**config.mk**
```make
export PLATFORM = sky130hd
export DESIGN_NAME = alu_operand_sequencer
export DESIGN_NICKNAME = d
export VERILOG_FILES = /design/src/rtl/alu_operand_sequencer.sv
export SDC_FILE = /design/constraint.sdc
export NUM_CORES = 1
export LEC_CHECK = 0
export CORE_MARGIN = 2
export CORE_UTILIZATION = 40
export CTS_CLUSTER_DIAMETER = 100
export DETAILED_ROUTE_END_ITERATION = 10
export GPL_TIMING_DRIVEN = 0
export PLACE_DENSITY = 0.73
export SLEW_MARGIN = 10
export SYNTH_ARGS = -nofsm -noshare
export SYNTH_HDL_FRONTEND = slang
export SYNTH_SLANG_ARGS = --single-unit
```
**constraint.sdc**
```tcl
create_clock -name clk -period 3.3 [get_ports clk]
set_input_delay 0.99 -clock clk [delete_from_list [all_inputs] [get_ports clk]]
set_output_delay 0.99 -clock clk [all_outputs]
set_load 0.01 [all_outputs]
```
**src/rtl/alu_operand_sequencer.sv**
```systemverilog
// -----------------------------------------------------------------------------
// alu_operand_sequencer
//
// Upstream stage of the 8-bit ALU. Collects a three-byte transaction
// (operand A, operand B, op byte) from a byte-wide stream. It drives the ALU
// operand/select inputs from registers and holds them stable. After a
// programmable settle delay it captures the combinational ALU result and
// flags. The captured result is then presented on a valid/ready output port.
//
// Handshake rule (both ports): a transfer happens at a rising clk edge where
// valid and ready are both high. valid, once raised by the producer, is not
// required to depend on ready. ready never depends on valid.
//
// Parameters:
//   ALU_LAT    extra cycles waited after issue before sampling the ALU (0..15)
//
// Optional build macro:
//   ACC_CHAIN_EN  op byte bit [7] requests accumulator chaining. The result is
//                 fed back as operand A, and the next transaction is B + op only.
//
// Ports:
//   clk, rst          clock; synchronous active-high reset
//   in_data/in_valid/in_ready      byte stream (A, B, op)
//   alu_a/alu_b/alu_sel            registered ALU inputs
//   alu_result/alu_zero/alu_cout   combinational ALU outputs
//   res_data/res_zero/res_cout     captured result and flags
//   res_valid/res_ready            result handshake
//   res_count                      completed-transaction counter (wraps)
//   state_dbg                      current FSM state (S_A=0 .. S_OUT=4)
// -----------------------------------------------------------------------------
module alu_operand_sequencer #(
   parameter int ALU_LAT = 0
) (
   input  logic       clk,
   input  logic       rst,
   input  logic [7:0] in_data,
   input  logic       in_valid,
   output logic       in_ready,
   output logic [7:0] alu_a,
   output logic [7:0] alu_b,
   output logic [2:0] alu_sel,
   input  logic [7:0] alu_result,
   input  logic       alu_zero,
   input  logic       alu_cout,
   output logic [7:0] res_data,
   output logic       res_zero,
   output logic       res_cout,
   output logic       res_valid,
   input  logic       res_ready,
   output logic [7:0] res_count,
   output logic [2:0] state_dbg
);

   typedef enum logic [2:0] {
      S_A    = 3'd0,
      S_B    = 3'd1,
      S_OP   = 3'd2,
      S_EXEC = 3'd3,
      S_OUT  = 3'd4
   } state_t;

   localparam logic [3:0] LAT4 = 4'(ALU_LAT);

   state_t     state;
   state_t     state_nxt;
   logic [3:0] settle_cnt;
   logic       in_fire;
   logic       res_fire;

`ifdef ACC_CHAIN_EN
   logic       chain_q;
   logic       unused_op_bits;
   // Bits [6:3] of the op byte carry no meaning.
   assign unused_op_bits = ^in_data[6:3];
`else
   logic       unused_op_bits;
   // Bits [7:3] of the op byte carry no meaning in this build.
   assign unused_op_bits = ^in_data[7:3];
`endif

   // Reset forces ready low so nothing is consumed while rst is high.
   assign in_ready  = ~rst & ((state == S_A) || (state == S_B) || (state == S_OP));
   assign in_fire   = in_valid & in_ready;
   assign res_fire  = res_valid & res_ready;
   assign state_dbg = state;

   always_comb begin
      state_nxt = state;
      case (state)
         S_A:    if (in_fire) state_nxt = S_B;
         S_B:    if (in_fire) state_nxt = S_OP;
         S_OP:   if (in_fire) state_nxt = S_EXEC;
         S_EXEC: if (settle_cnt == 4'd0) state_nxt = S_OUT;
         S_OUT: begin
            if (res_fire) begin
`ifdef ACC_CHAIN_EN
               // A chained result becomes operand A, so only B + op follow.
               state_nxt = chain_q ? S_B : S_A;
`else
               state_nxt = S_A;
`endif
            end
         end
         default: state_nxt = S_A;
      endcase
   end

   always_ff @(posedge clk) begin
      if (rst) begin
         state      <= S_A;
         alu_a      <= 8'h00;
         alu_b      <= 8'h00;
         alu_sel    <= 3'd0;
         res_data   <= 8'h00;
         res_zero   <= 1'b0;
         res_cout   <= 1'b0;
         res_valid  <= 1'b0;
         res_count  <= 8'h00;
         settle_cnt <= 4'd0;
`ifdef ACC_CHAIN_EN
         chain_q    <= 1'b0;
`endif
      end else begin
         state <= state_nxt;
         case (state)
            S_A: if (in_fire) alu_a <= in_data;
            S_B: if (in_fire) alu_b <= in_data;
            S_OP: begin
               if (in_fire) begin
                  alu_sel    <= in_data[2:0];
                  settle_cnt <= LAT4;
`ifdef ACC_CHAIN_EN
                  chain_q    <= in_data[7];
`endif
               end
            end
            S_EXEC: begin
               // The ALU inputs have been stable since the op byte edge.
               // Sample once the settle count has run out.
               if (settle_cnt == 4'd0) begin
                  res_data  <= alu_result;
                  res_zero  <= alu_zero;
                  res_cout  <= alu_cout;
                  res_valid <= 1'b1;
                  res_count <= res_count + 8'd1;
               end else begin
                  settle_cnt <= settle_cnt - 4'd1;
               end
            end
            S_OUT: begin
               if (res_fire) begin
                  res_valid <= 1'b0;
`ifdef ACC_CHAIN_EN
                  if (chain_q) alu_a <= res_data;
                  chain_q <= 1'b0;
`endif
               end
            end
            default: ;
         endcase
      end
   end

endmodule
```
==> impl_metrics.ini, run 1 <==
[finish]
multi_input_area_sq_um = 987
syn_to_final_growth_pct = 40.7
final_cell_mix = clkdlybuf4s50_1 (61), dfxtp_1 (45), a21oi_1 (42)
n_fill_cell = 428
most_common_cell_after_layout_fill_and_taps_aside = clkdlybuf4s50_1
layout_nets = 334
layout.area.seq_sq_um = 901
post_route_cells_drive_above_1_share_pct = 7.44
n_antenna_cell = 0

[job]
drv_cap = 0

[critical_path]
cp.arrival_ps = 2160
r2r_end = res_count[7]
cp_max_fo = 10
r2r_slack_ps = 1460
worst_setup_path_end_kind = output pin
start_kind = primary input
critical_path.most_common_cell = dlygate4sd2_1
worstRegToRegCells = 6
rr_startpoint = settle_cnt[0]
timing_worst_setup_path_type = in2out
critical_path.endpoint = in_ready
buffers_and_inverters_on_the_worst_path = 4
cp_cell_sequence = dlygate4sd2_1 -> clkbuf_8 -> buf_4 -> a211oi_2 -> dlygate4sd2_1
cp_slowest_cell = dlygate4sd2_1
path_delay_family = buffers and inverters
required_ps = 2310
startpoint = rst
crit_path_cell_count = 5
critPathMaxStageDelay_ps = 300

[timing]
slew_violations = 0
timing_worst_slew_pin_value_ps = 741
layout_worst_path_cycle_share_pct = 95.3
grt_setup_unrepaired = false
relSlewSlack_pct = 50.4
fin_ws_ps = 155
finalClockSkew_ps = 7.93
finalWorstPathRequiredPeriod_ps = 3150
final-hold-violation-count = 0
fmax_mhz = 318
tns_ps = 0
finalSetupViolCount = 0

[cts]
cts-hold-fix-buffers = 0
ctsResizeCount = 8
htree_num_levels = 2
clk_path_buf_depth = 2
clock_tree.root_cell = clkbuf_8
clk-insertion-delay-late_ps = 300
clock-sinks = 45
tritoncts = yes
clock_pin_slew_worst_setup_and_hold_paths_ps = 70
cts-buffers-inserted = 5
post_cts_setup_repair_bufs = 0

[global_route]
number_of_global_route_vias_before_repair = 1828
globalRoute.totalOverflow = 0
grt_start_max_net_pins = 13
wire_length_of_the_first_global_routing_pass_mm = 8.86
groute.usage.overall_pct = 20.5
antenna_found_initial = 0

[power_and_ir_drop]
cellPowerDensity_nw_per_um2 = 363
ir_worst_vdd_uv = 262
p_leak_nw = 0.959

[routing]
ant_nets = 0
dr.pass1.iters = 4
first_iter_violations = 179
drc_errors = 0
vias_per_cell = 5.41
wl_per_cell_um = 14.4
detail_route.wirelength_mm = 5.41
dr_total_vias = 2033

[floorplanning]
initial_core_util_pct = 41.9
coreArea_sq_um = 4790
io-pin-count = 64
fp.dieW_um = 74.8
die_height_um = 74.8
die_area_sq_um = 5600
core.rowCount = 25

[placement]
finalWeightedCongestion = 0.801
dp.final_hpwl_mm = 3.86
pre_cts_ws_ps = -710
buffer_ports.inserted = 63

[synthesis]
ys_seq_elements = 45
postSynthCellCount = 239
mappedNetlistArea_sq_um = 2010
synth_seq_area_share_pct = 44.9
synth.yosys.warnings = 0
net_count_after_synthesis = 264
yosysUniqueCellTypes = 36
syn_area_per_cell_sq_um = 8.40

[status]
status = completed

[worst_hold_path]
worstHoldPathType = reg2reg
worst register-to-register path, delay by kind of cell, from the launching register on:
kind | cells | cell delay [ps]
AND/OR/NAND/NOR | 2 | 620
multiplexers | 1 | 340
flip-flops | 1 | 330
adder cells (fa/ha/maj) | 1 | 170
buffers and inverters | 2 | 280
report_power, final:
part	internal (mW)	switching, mW
clock network	0.166	0.174
registers	0.553	0.00703
logic	0.0592	0.0661
total	0.779	0.248
sequential cells by signal, summed over array words and instances (netlist names):
register and flops:
res_cout 1, alu_a 8, settle_cnt 4, alu_b 8, res_valid 1, res_data 8
res_zero 1, alu_sel 3, state_dbg 3, res_count 8
routing by layer:
metal / part of all wire [%] / GRT usage [%]
met1: 45 / 29.8
met4: 1.6 / 8.13
met2: 48 / 30.4
met3: 5.5 / 3.21
met5: 0 / 0
per-stage QoR:
| stage | util [%] | cell area [sq um] | instances | hold WS, ps | power [mW] |
|---|---|---|---|---|---|
| detailed placement | 56.9 | 2720 | 369 | 468 | 0.696 |
| floorplan | - | 2010 | 239 | 462 | 0.626 |
| finish | 59.0 | 2820 | 376 | 478 | 1.03 |
| global route | 59.0 | 2820 | 376 | 497 | 1.07 |
| CTS | 59.0 | 2820 | 376 | 480 | 1.04 |
| global placement | 56.9 | 2720 | 369 | 460 | 0.694 |
cell usage after synthesis:
cell type | number | area, sq um
dfxtp_1 | 45 | 901
a21oi_1 | 42 | 210
nand3_1 | 35 | 175
o21ai_0 | 34 | 170
clkbuf_1 | 14 | 52.6
inv_1 | 8 | 30.0
nor2_1 | 6 | 22.5
nor2b_1 | 5 | 31.3
or4_1 | 5 | 37.5
buf_2 | 4 | 20.0
nand2_1 | 4 | 15.0
ha_1 | 3 | 37.5
nand4_1 | 3 | 18.8
o31ai_1 | 3 | 22.5
or3_1 | 3 | 18.8
buf_1 | 2 | 7.51
mux2_2 | 2 | 22.5
nand2b_1 | 2 | 12.5
o221ai_1 | 2 | 17.5
a211o_1 | 1 | 8.76
a211oi_1 | 1 | 7.51
a31o_2 | 1 | 8.76
and3b_1 | 1 | 8.76
and4_1 | 1 | 8.76
clkbuf_8 | 1 | 13.8
mux2_1 | 1 | 11.3
nand3b_1 | 1 | 7.51
nand3b_4 | 1 | 20.0
nor3b_1 | 1 | 7.51
nor3b_2 | 1 | 12.5
nor4_2 | 1 | 12.5
nor4_4 | 1 | 21.3
o41ai_1 | 1 | 8.76
or2_2 | 1 | 6.26
or3b_1 | 1 | 8.76
or3b_4 | 1 | 11.3
cell families (layout without fill, tap and decap cells):
logic type / after synthesis / after routing / synth area share [%]
multiplexers: 3 / 3 / 1.68
AND/OR/NAND/NOR: 74 / 74 / 22.8
flip-flops: 45 / 45 / 44.9
buffers and inverters: 29 / 99 / 6.17
adder cells (fa/ha/maj): 3 / 3 / 1.87
AO/OA/AOI/OAI: 85 / 85 / 22.6
cell type report:
| cell class | instances | share of cell area [%] |
|---|---|---|
| multi-input cells | 165 | 35.0 |
| flip-flops and latches | 45 | 31.9 |
| repair buffers | 63 | 22.2 |
| plain buffers | 21 | 3.81 |
| clock buffers | 7 | 3.06 |
| well taps | 67 | 2.97 |
| inverters | 8 | 1.06 |
how the worst min path moves through the flow:
stage | from | to | slack, ps | cells past startpoint
floorplan | settle_cnt[0] | settle_cnt[0] | 460 | 2
global placement | res_data[6] | res_data[6] | 460 | 2
detailed placement | res_data[3] | res_data[3] | 470 | 2
CTS | alu_b[5] | alu_b[5] | 480 | 2
global route | res_cout | res_cout | 500 | 2
finish | res_cout | res_cout | 480 | 2
No activity file was read; power rests on OpenSTA's default activity.
==> run 2, diff against run 1 <==
--- a/config.mk
+++ b/config.mk
@@ -5,12 +5,14 @@
 export SDC_FILE = /design/constraint.sdc
 export NUM_CORES = 1
 export LEC_CHECK = 0
+export CAP_MARGIN = 20
 export CORE_MARGIN = 2
 export CORE_UTILIZATION = 40
 export CTS_CLUSTER_DIAMETER = 100
 export DETAILED_ROUTE_END_ITERATION = 10
 export GPL_TIMING_DRIVEN = 0
 export PLACE_DENSITY = 0.73
+export SKIP_LAST_GASP = 1
 export SLEW_MARGIN = 10
 export SYNTH_ARGS = -nofsm -noshare
 export SYNTH_HDL_FRONTEND = slang
==> results of run 2 <==
No change in the layout: final DEF, timing and power equal those of run 1.
